`src/rtl/async_fifo_pkg.sv`:
```
// Shared pointer helpers for the dual-clock FIFO: binary <-> Gray conversion.
// The read-pointer and write-pointer blocks both import these.
package async_fifo_pkg;

    // Widest pointer these helpers handle. Callers zero-extend narrower
    // pointers into this width and truncate the result back down. Zero
    // extension leaves both conversions correct for any width up to this one.
    localparam int PTR_MAX_W = 32;

    typedef logic [PTR_MAX_W-1:0] ptr_word_t;

    // Binary to reflected Gray code.
    function automatic ptr_word_t bin2gray(input ptr_word_t b);
        return (b >> 1) ^ b;
    endfunction

    // Reflected Gray code to binary: a running XOR that starts at the MSB.
    function automatic ptr_word_t gray2bin(input ptr_word_t g);
        ptr_word_t b;
        b[PTR_MAX_W-1] = g[PTR_MAX_W-1];
        for (int i = PTR_MAX_W - 2; i >= 0; i--) begin
            b[i] = b[i+1] ^ g[i];
        end
        return b;
    endfunction

endpackage

```
`src/rtl/sync_ptr.sv`:
```
// Generic N-stage, W-bit pointer synchronizer with async active-high reset.
// It is only safe for Gray-coded inputs, where at most one bit changes at a time.
module sync_ptr #(
    parameter int W = 5,
    parameter int N = 2
) (
    input  logic         clk,
    input  logic         rst,
    input  logic [W-1:0] d,
    output logic [W-1:0] q
);

    logic [W-1:0] stage [N];

    // Shift the asynchronous pointer through N flop stages.
    always_ff @(posedge clk or posedge rst) begin
        if (rst) begin
            // NOTE: these stages form a small array of flops, not a RAM.
            // Resetting them is cheap, and it makes rq_wptr deterministic
            // right after reset.
            for (int i = 0; i < N; i++) begin
                stage[i] <= '0;
            end
        end else begin
            // NOTE: non-blocking assignments give every stage the old value
            // of its neighbour. A blocking assignment here would collapse
            // the chain into a single flop.
            stage[0] <= d;
            for (int i = 1; i < N; i++) begin
                stage[i] <= stage[i-1];
            end
        end
    end

    assign q = stage[N-1];

endmodule

```
`src/rtl/rptr_aempty.sv`:
```
// Read-side pointer and flag generator for the dual-clock FIFO. It does the
// following in the rclk domain:
//   - synchronizes the Gray write pointer;
//   - advances the binary and Gray read pointers;
//   - registers the empty, almost-empty and occupancy outputs.
module rptr_aempty
    import async_fifo_pkg::*;
#(
    parameter int ADDRSIZE    = 4,
    parameter int AREMPTYSIZE = 1,
    parameter int SYNC_STAGES = 2
) (
    input  logic                rclk,
    input  logic                rrst,
    input  logic                rinc,
    input  logic [ADDRSIZE:0]   wptr,
    output logic                rempty,
    output logic                raempty,
    output logic [ADDRSIZE-1:0] raddr,
    output logic [ADDRSIZE:0]   rptr,
    output logic [ADDRSIZE:0]   rlevel
);

    localparam int PW = ADDRSIZE + 1;

    logic [PW-1:0] rbin;
    logic [PW-1:0] rq_wptr;
    logic          rd_ok;
    logic [PW-1:0] rbinnext;
    logic [PW-1:0] rgraynext;
    logic [PW-1:0] aempty_bin;
    logic [PW-1:0] aempty_gray;
    logic [PW-1:0] level_next;
    logic          empty_next;
    logic          aempty_next;

    // The write pointer crosses into rclk here. It is Gray coded, so it can
    // be resynchronized bit by bit without ever producing a torn value.
    sync_ptr #(
        .W (PW),
        .N (SYNC_STAGES)
    ) u_sync_wptr (
        .clk (rclk),
        .rst (rrst),
        .d   (wptr),
        .q   (rq_wptr)
    );

    // Reading an empty FIFO is ignored, so the pointers can never underflow.
    assign rd_ok = rinc & ~rempty;

    // Next-state pointers and flags.
    // Empty and almost-empty are both judged against the post-read pointer,
    // so rempty rises on the same edge that accepts the final read.
    always_comb begin
        // NOTE: each signal gets a value on every path through this block,
        // so no latch is inferred.
        rbinnext    = rbin + PW'(rd_ok);
        rgraynext   = PW'(bin2gray(PTR_MAX_W'(rbinnext)));
        aempty_bin  = rbinnext + PW'(AREMPTYSIZE);
        aempty_gray = PW'(bin2gray(PTR_MAX_W'(aempty_bin)));
        // Subtraction wraps modulo 2^PW. The extra MSB keeps the full case
        // (2^ADDRSIZE entries) distinct from the empty case.
        level_next  = PW'(gray2bin(PTR_MAX_W'(rq_wptr))) - rbinnext;
        empty_next  = (rgraynext == rq_wptr);
        // This is an equality test: high only when exactly AREMPTYSIZE
        // entries remain.
        aempty_next = (aempty_gray == rq_wptr);
    end

    // Register the pointers and the consumer-facing flags.
    always_ff @(posedge rclk or posedge rrst) begin
        if (rrst) begin
            rbin    <= '0;
            rptr    <= '0;
            rempty  <= 1'b1;
            raempty <= 1'b0;
            rlevel  <= '0;
        end else begin
            rbin    <= rbinnext;
            rptr    <= rgraynext;
            rempty  <= empty_next;
            raempty <= aempty_next;
            rlevel  <= level_next;
        end
    end

    assign raddr = rbin[ADDRSIZE-1:0];

endmodule

```
`config.mk`:
```
export PLATFORM = sky130hd
export DESIGN_NAME = rptr_aempty
export DESIGN_NICKNAME = d
export VERILOG_FILES = /design/src/rtl/async_fifo_pkg.sv /design/src/rtl/sync_ptr.sv /design/src/rtl/rptr_aempty.sv
export SDC_FILE = /design/constraint.sdc
export NUM_CORES = 1
export LEC_CHECK = 0
export CAP_MARGIN = 25
export CORE_UTILIZATION = 40
export CTS_CLUSTER_SIZE = 20
export DETAILED_ROUTE_END_ITERATION = 16
export PLACE_DENSITY = 0.7
export SLEW_MARGIN = 5
export SYNTH_ARGS = -nofsm -noshare
export SYNTH_HDL_FRONTEND = slang
export SYNTH_SLANG_ARGS = --single-unit
export TNS_END_PERCENT = 1
```
`constraint.sdc`:
```
create_clock -name rclk -period 3.4 [get_ports rclk]
set_input_delay 0.34 -clock rclk [delete_from_list [all_inputs] [get_ports rclk]]
set_output_delay 0.34 -clock rclk [all_outputs]
set_load 0.02 [all_outputs]
```
Word-level counts from Yosys, hierarchy flattened:

Index checks and enable logic that the tools add are counted.

* register bits after elaboration: 27
* input bits: 8

* add/subtract/negate cells: 3
* eq/ne operators: 2
* bitwise logic cells: 8

Operators with widths (count)
* equality test 5 bit: 2
* bitwise XOR 4 x 5 -> 5 bit: 2
* adder 5 x 1 -> 5 bit: 1
* adder 5 x 1 -> 5 bit (second input constant): 1
* subtractor 5 bit: 1
* bitwise XOR 1 bit: 4
* bitwise AND 1 bit: 1
* inverter 1 bit: 1

Depth between registers and ports, before layout:

* word-level depth: 6
* depth in mapped cells: 11

Cells and area by module:

A second synthesis with hierarchy kept.

* cells, all modules: 119
* area, all modules: 1386.3 um^2

By module, submodules not included
* rptr_aempty: area an instance 1094.8 um^2, cells each 103, seq. area each 401.6 um^2, instances 1
* sync_ptr: area an instance 291.5 um^2, cells each 16, seq. area each 250.2 um^2, instances 1

Least setup slack after synthesis:

Ideal clock, no wire load.

* kind: flip-flop to flip-flop
* start: register u_sync_wptr.stage, in the netlist u_sync_wptr.q[2]
* end: register rlevel[4]
* arrival: 2.374 ns
* library setup time: 0.136 ns
* stages on the path, launching flop included: 12
* path buffers: 1
* slack: 0.890 ns
* data required time: 3.264 ns
* path through: dfrtp_1 buf_1 xnor2_1 xor2_1 xor2_1 ha_1 fa_1 inv_1 a21o_1 a21oi_1 xnor2_1 xnor2_1

* word-level cells in the longest chain between the ends: 4

Ends and longest elaborated chain
* start: declaration: RTL line sync_ptr.sv:13 `logic [W-1:0] stage [N];`
* start signal: indexed assignment: RTL line sync_ptr.sv:30 `stage[i] <= stage[i-1];`
* bitwise XOR 1 bit (*): RTL line async_fifo_pkg.sv:22 `b[i] = b[i+1] ^ g[i];`
* bitwise XOR 1 bit (2 in a row): RTL line async_fifo_pkg.sv:22
* subtractor 5 bit (*): RTL line rptr_aempty.sv:64 `level_next = PW'(gray2bin(PTR_MAX_W'(rq_wptr))) - rbinnext;`
* net level_next[4]: RTL line rptr_aempty.sv:33 `logic [PW-1:0] level_next;`
* end signal: assignment: RTL line rptr_aempty.sv:84 `rlevel <= level_next;`
* end: declaration: RTL line rptr_aempty.sv:21 `output logic [ADDRSIZE:0] rlevel`

The timed path passes the listed nets; every way through them passes the cells marked *.

Worst setup path after layout:

* start: register u_sync_wptr.stage, in the netlist u_sync_wptr.q[3]
* end: register rlevel[4]

* word-level cells in the longest chain between the ends: 5

Ends and longest elaborated chain (RTL line)
* bitwise XOR 1 bit (*): async_fifo_pkg.sv:22
* bitwise XOR 1 bit (3 in a row): async_fifo_pkg.sv:22
* subtractor 5 bit (*): rptr_aempty.sv:64
* net level_next[4]: rptr_aempty.sv:33

Marked as above.

==> run_results.csv <==
group,metric,value,unit
power_and_ir_drop,p_sw,0.7518,mW
clock_tree,post_cts_hold_buffer_count,0,
sta,setup-violations-final,0,
sta,report.final.slew_viol_count,0,
floorplanning,design.die.area,3598,µm²
logic_synthesis,ys_async_sr_fraction,1.000,
clock_tree,cts_inserted_buffers,3,
place,detailed_place_hpwl,1676,µm
global_routing,gr-total-overflow,0,
drt,postRouteAntennaNets,0,
power_and_ir_drop,power_switching_share,0.4248,
critical_path,crit_path_end_kind,"flop",
sta,fin_crit,2.840,ns
logic_synthesis,post_synth_edffs,0,
global_routing,grt_pass1_vias,882,
clock_tree,cts_num_sinks,26,
clock_tree,ctsHtreeMaxLevel,1,
global_routing,grt_antenna_before_repair,0,
logic_synthesis,average_footprint_of_a_synthesized_cell,11.90,µm²
clock_tree,clk_pin_slew,0.13,ns
run_status,status,"completed",
floorplanning,chipHeight,59.99,µm
logic_synthesis,synthesized_area,1345,µm²
finish,antenna_cells,0,
sta,tightest_slew,0.5294,ns
critical_path,worstPathRequired,3.59,ns
logic_synthesis,ys_ff_latch,26,
finish,synthesis_to_finish_area_growth,24.74,%
place,globalplace.congestion,0.8007,
critical_path,worst_ep_arrival_time,3.03,ns
logic_synthesis,synthesis.yosys.warnings,0,
global_routing,grt_start_max_net_pins,27,
finish,fin_cells,181,
floorplanning,io_pins,24,
clock_tree,cts_root_buf,"sky130_fd_sc_hd__clkbuf_4",
power_and_ir_drop,vdd_ir_drop_max,0.3735,mV
clock_tree,post_cts_resize_count,0,
finish,final_net_count,154,
global_routing,grt_pass1_wl,3939,µm
finish,layout-drive-gt1-share,0.08029,
power_and_ir_drop,clock_power_share,0.086,
floorplanning,initial_core_util,0.4300,
logic_synthesis,synth_seq_area_share,0.4847,
sta,slew-limit-headroom,0.6445,
drt,wirelength,2291,µm
power_and_ir_drop,power.sequential.fraction,0.276,
drt,detailedRoute.firstPassIterationCount,4,
sta,fmax,0.3521,GHz
sta,fin_crit_sh,0.8352,
critical_path,critPathMaxFanout,11,
clock_tree,clockBufferDepth,2,
drt,detail_route.vias_per_cell,4.950,
critical_path,worst_setup_path_start_kind,"flop",
worst_hold_path,worst_hold_path_type,"input port to asynchronous set/reset pin",
power_and_ir_drop,p_per_area,1055,nW/µm²
floorplanning,dieWidth,59.99,µm
drt,via_count,896,
drt,drt_iter0_markers,22,
sta,finalHoldViolCount,0,
logic_synthesis,syn_nets,129,
place,port_buffer_count,23,
sta,unrepaired_setup_endpoints_after_global_routing,"false",
place,dpl.cell_count,176,
sta,tns,0,ns
power_and_ir_drop,final_total_pwr,1.770,mW
global_routing,grtUsageTotal,0.1497,
drt,remaining_drc_errors,0,
run,cap_violations,0,
power_and_ir_drop,comb_power_share,0.638,
drt,wl_per_cell,12.66,µm
logic_synthesis,synthCells,113,
logic_synthesis,synth.lib_cells_used.distinct,41,
clock_tree,cts_tree,"built",
floorplanning,core_area,3128,µm²
floorplanning,row_count,20,
logic_synthesis,yosys_most_used_dff,"sky130_fd_sc_hd__dfrtp_1",
clock_tree,postCtsSetupBuffers,0,
critical_path,setup.worst_path.class,"flop to flop",
sta,finClkSkew,0.004569,ns
power_and_ir_drop,total_leakage_power,0.7388,nW
clock_tree,clk-insertion-delay-late,0.32,ns
power_and_ir_drop,p_int,1.018,mW
per-stage QoR:
step | util | setup WS (ns) | area (µm²) | hold slack (ns)
floorplan | - | 0.8899 | 1345 | 0.3312
global placement | 0.5160 | 0.5438 | 1614 | 0.3348
detailed placement | 0.5160 | 0.4700 | 1614 | 0.3365
CTS | 0.5276 | 0.5632 | 1650 | 0.3685
global route | 0.5364 | 0.3545 | 1678 | 0.2429
finish | 0.5364 | 0.5602 | 1678 | 0.2428
path summary, 6_finish.rpt:
path	from	endpoint	slack [ns]	depth (start not counted)
worst max-delay path	u_sync_wptr.q[3]	rlevel[4]	0.56	11
worst min-delay path	rrst	rlevel[3]	0.24	2
worst max register to register	u_sync_wptr.q[3]	rlevel[4]	0.56	11
worst min register to register	u_sync_wptr.stage[9]	u_sync_wptr.q[4]	0.36	0
max in group asynchronous	rrst	rempty	2.68	3
min in group rclk	u_sync_wptr.stage[9]	u_sync_wptr.q[4]	0.36	0
layout make-up:
| type | count | area [µm²] |
|---|---|---|
| Inverter | 10 | 40.04 |
| Sequential cell | 26 | 651.9 |
| Fill cell | 282 | 1450 |
| Multi-Input combinational cell | 73 | 636.9 |
| Timing Repair Buffer | 24 | 257.7 |
| Tap cell | 44 | 55.05 |
| Clock buffer | 4 | 36.28 |
cells by family after synthesis:
logic type | Yosys count | share of synthesized area
flops | 26 | 0.4847
xor+xnor | 20 | 0.1861
simple gates | 27 | 0.1135
mux | 2 | 0.01581
compound gates | 16 | 0.07815
buf+inv | 14 | 0.04186
fa+ha+maj | 8 | 0.08000
routing by layer:
metal,up-vias,global-route usage,share of wire
li1,435,-,-
met1,435,0.1942,0.46
met2,22,0.2460,0.50
met3,4,0.02814,0.026
met4,0,0.05980,0.014
met5,-,0,0
synthesized netlist by cell type, types with 2 or more instances:
| master | instances | area share |
|---|---|---|
| sky130_fd_sc_hd__or3_1 | 2 | 0.0093 |
| sky130_fd_sc_hd__clkbuf_1 | 2 | 0.0056 |
| sky130_fd_sc_hd__xor2_1 | 6 | 0.039 |
| sky130_fd_sc_hd__a21oi_1 | 3 | 0.011 |
| sky130_fd_sc_hd__inv_1 | 8 | 0.022 |
| sky130_fd_sc_hd__xor3_1 | 2 | 0.035 |
| sky130_fd_sc_hd__nand3_1 | 7 | 0.026 |
| sky130_fd_sc_hd__a21o_1 | 3 | 0.017 |
| sky130_fd_sc_hd__nor3_1 | 3 | 0.011 |
| sky130_fd_sc_hd__nand4_1 | 2 | 0.0093 |
| sky130_fd_sc_hd__nand2_1 | 2 | 0.0056 |
| sky130_fd_sc_hd__ha_1 | 7 | 0.065 |
| sky130_fd_sc_hd__and2_1 | 2 | 0.0093 |
| sky130_fd_sc_hd__o21ai_0 | 4 | 0.015 |
| sky130_fd_sc_hd__dfrtp_1 | 25 | 0.47 |
| sky130_fd_sc_hd__nor2_1 | 2 | 0.0056 |
| sky130_fd_sc_hd__xnor2_1 | 9 | 0.059 |
power by group through the flow:
stage	Clock, mW	Sequential [mW]	Combinational (mW)
2_1_floorplan	0	0.605	0.691
4_1_cts	0.162	0.489	1.14
5_1_grt	0.171	0.498	1.24
6_report	0.153	0.488	1.13
3_5_place_dp	0	0.497	1.13
3_3_place_gp	0	0.490	1.11
placed cells by master (no fill, tap or decap), types with 3 or more instances in the layout:
cell type	netlist	final
sky130_fd_sc_hd__nor3_1	3	3
sky130_fd_sc_hd__clkbuf_4	0	3
sky130_fd_sc_hd__ha_1	7	7
sky130_fd_sc_hd__a21o_1	3	3
sky130_fd_sc_hd__xnor2_1	9	9
sky130_fd_sc_hd__clkdlybuf4s50_1	0	23
sky130_fd_sc_hd__xor2_1	6	6
sky130_fd_sc_hd__nand3_1	7	7
sky130_fd_sc_hd__o21ai_0	4	4
sky130_fd_sc_hd__inv_1	8	8
sky130_fd_sc_hd__dfrtp_1	25	25
sky130_fd_sc_hd__a21oi_1	3	3
registers in the layout (all words and copies together), names as in the netlist:
register,cells
raempty,1
rbin,5
rlevel,5
u_sync_wptr.q,5
rptr,4
rempty,1
u_sync_wptr.stage,5
worst max-delay path, cell delays in order, from the launching register on:
cell	delay, ns
sky130_fd_sc_hd__dfrtp_1	0.59
sky130_fd_sc_hd__xor2_1	0.27
sky130_fd_sc_hd__xnor2_1	0.19
sky130_fd_sc_hd__xor2_1	0.33
sky130_fd_sc_hd__xor2_1	0.12
sky130_fd_sc_hd__ha_1	0.26
sky130_fd_sc_hd__fa_1	0.47
sky130_fd_sc_hd__inv_1	0.07
sky130_fd_sc_hd__a21o_1	0.10
sky130_fd_sc_hd__a21oi_1	0.07
sky130_fd_sc_hd__xnor2_1	0.13
sky130_fd_sc_hd__xnor2_1	0.13
Note: power is estimated with default switching activity, not from simulation.
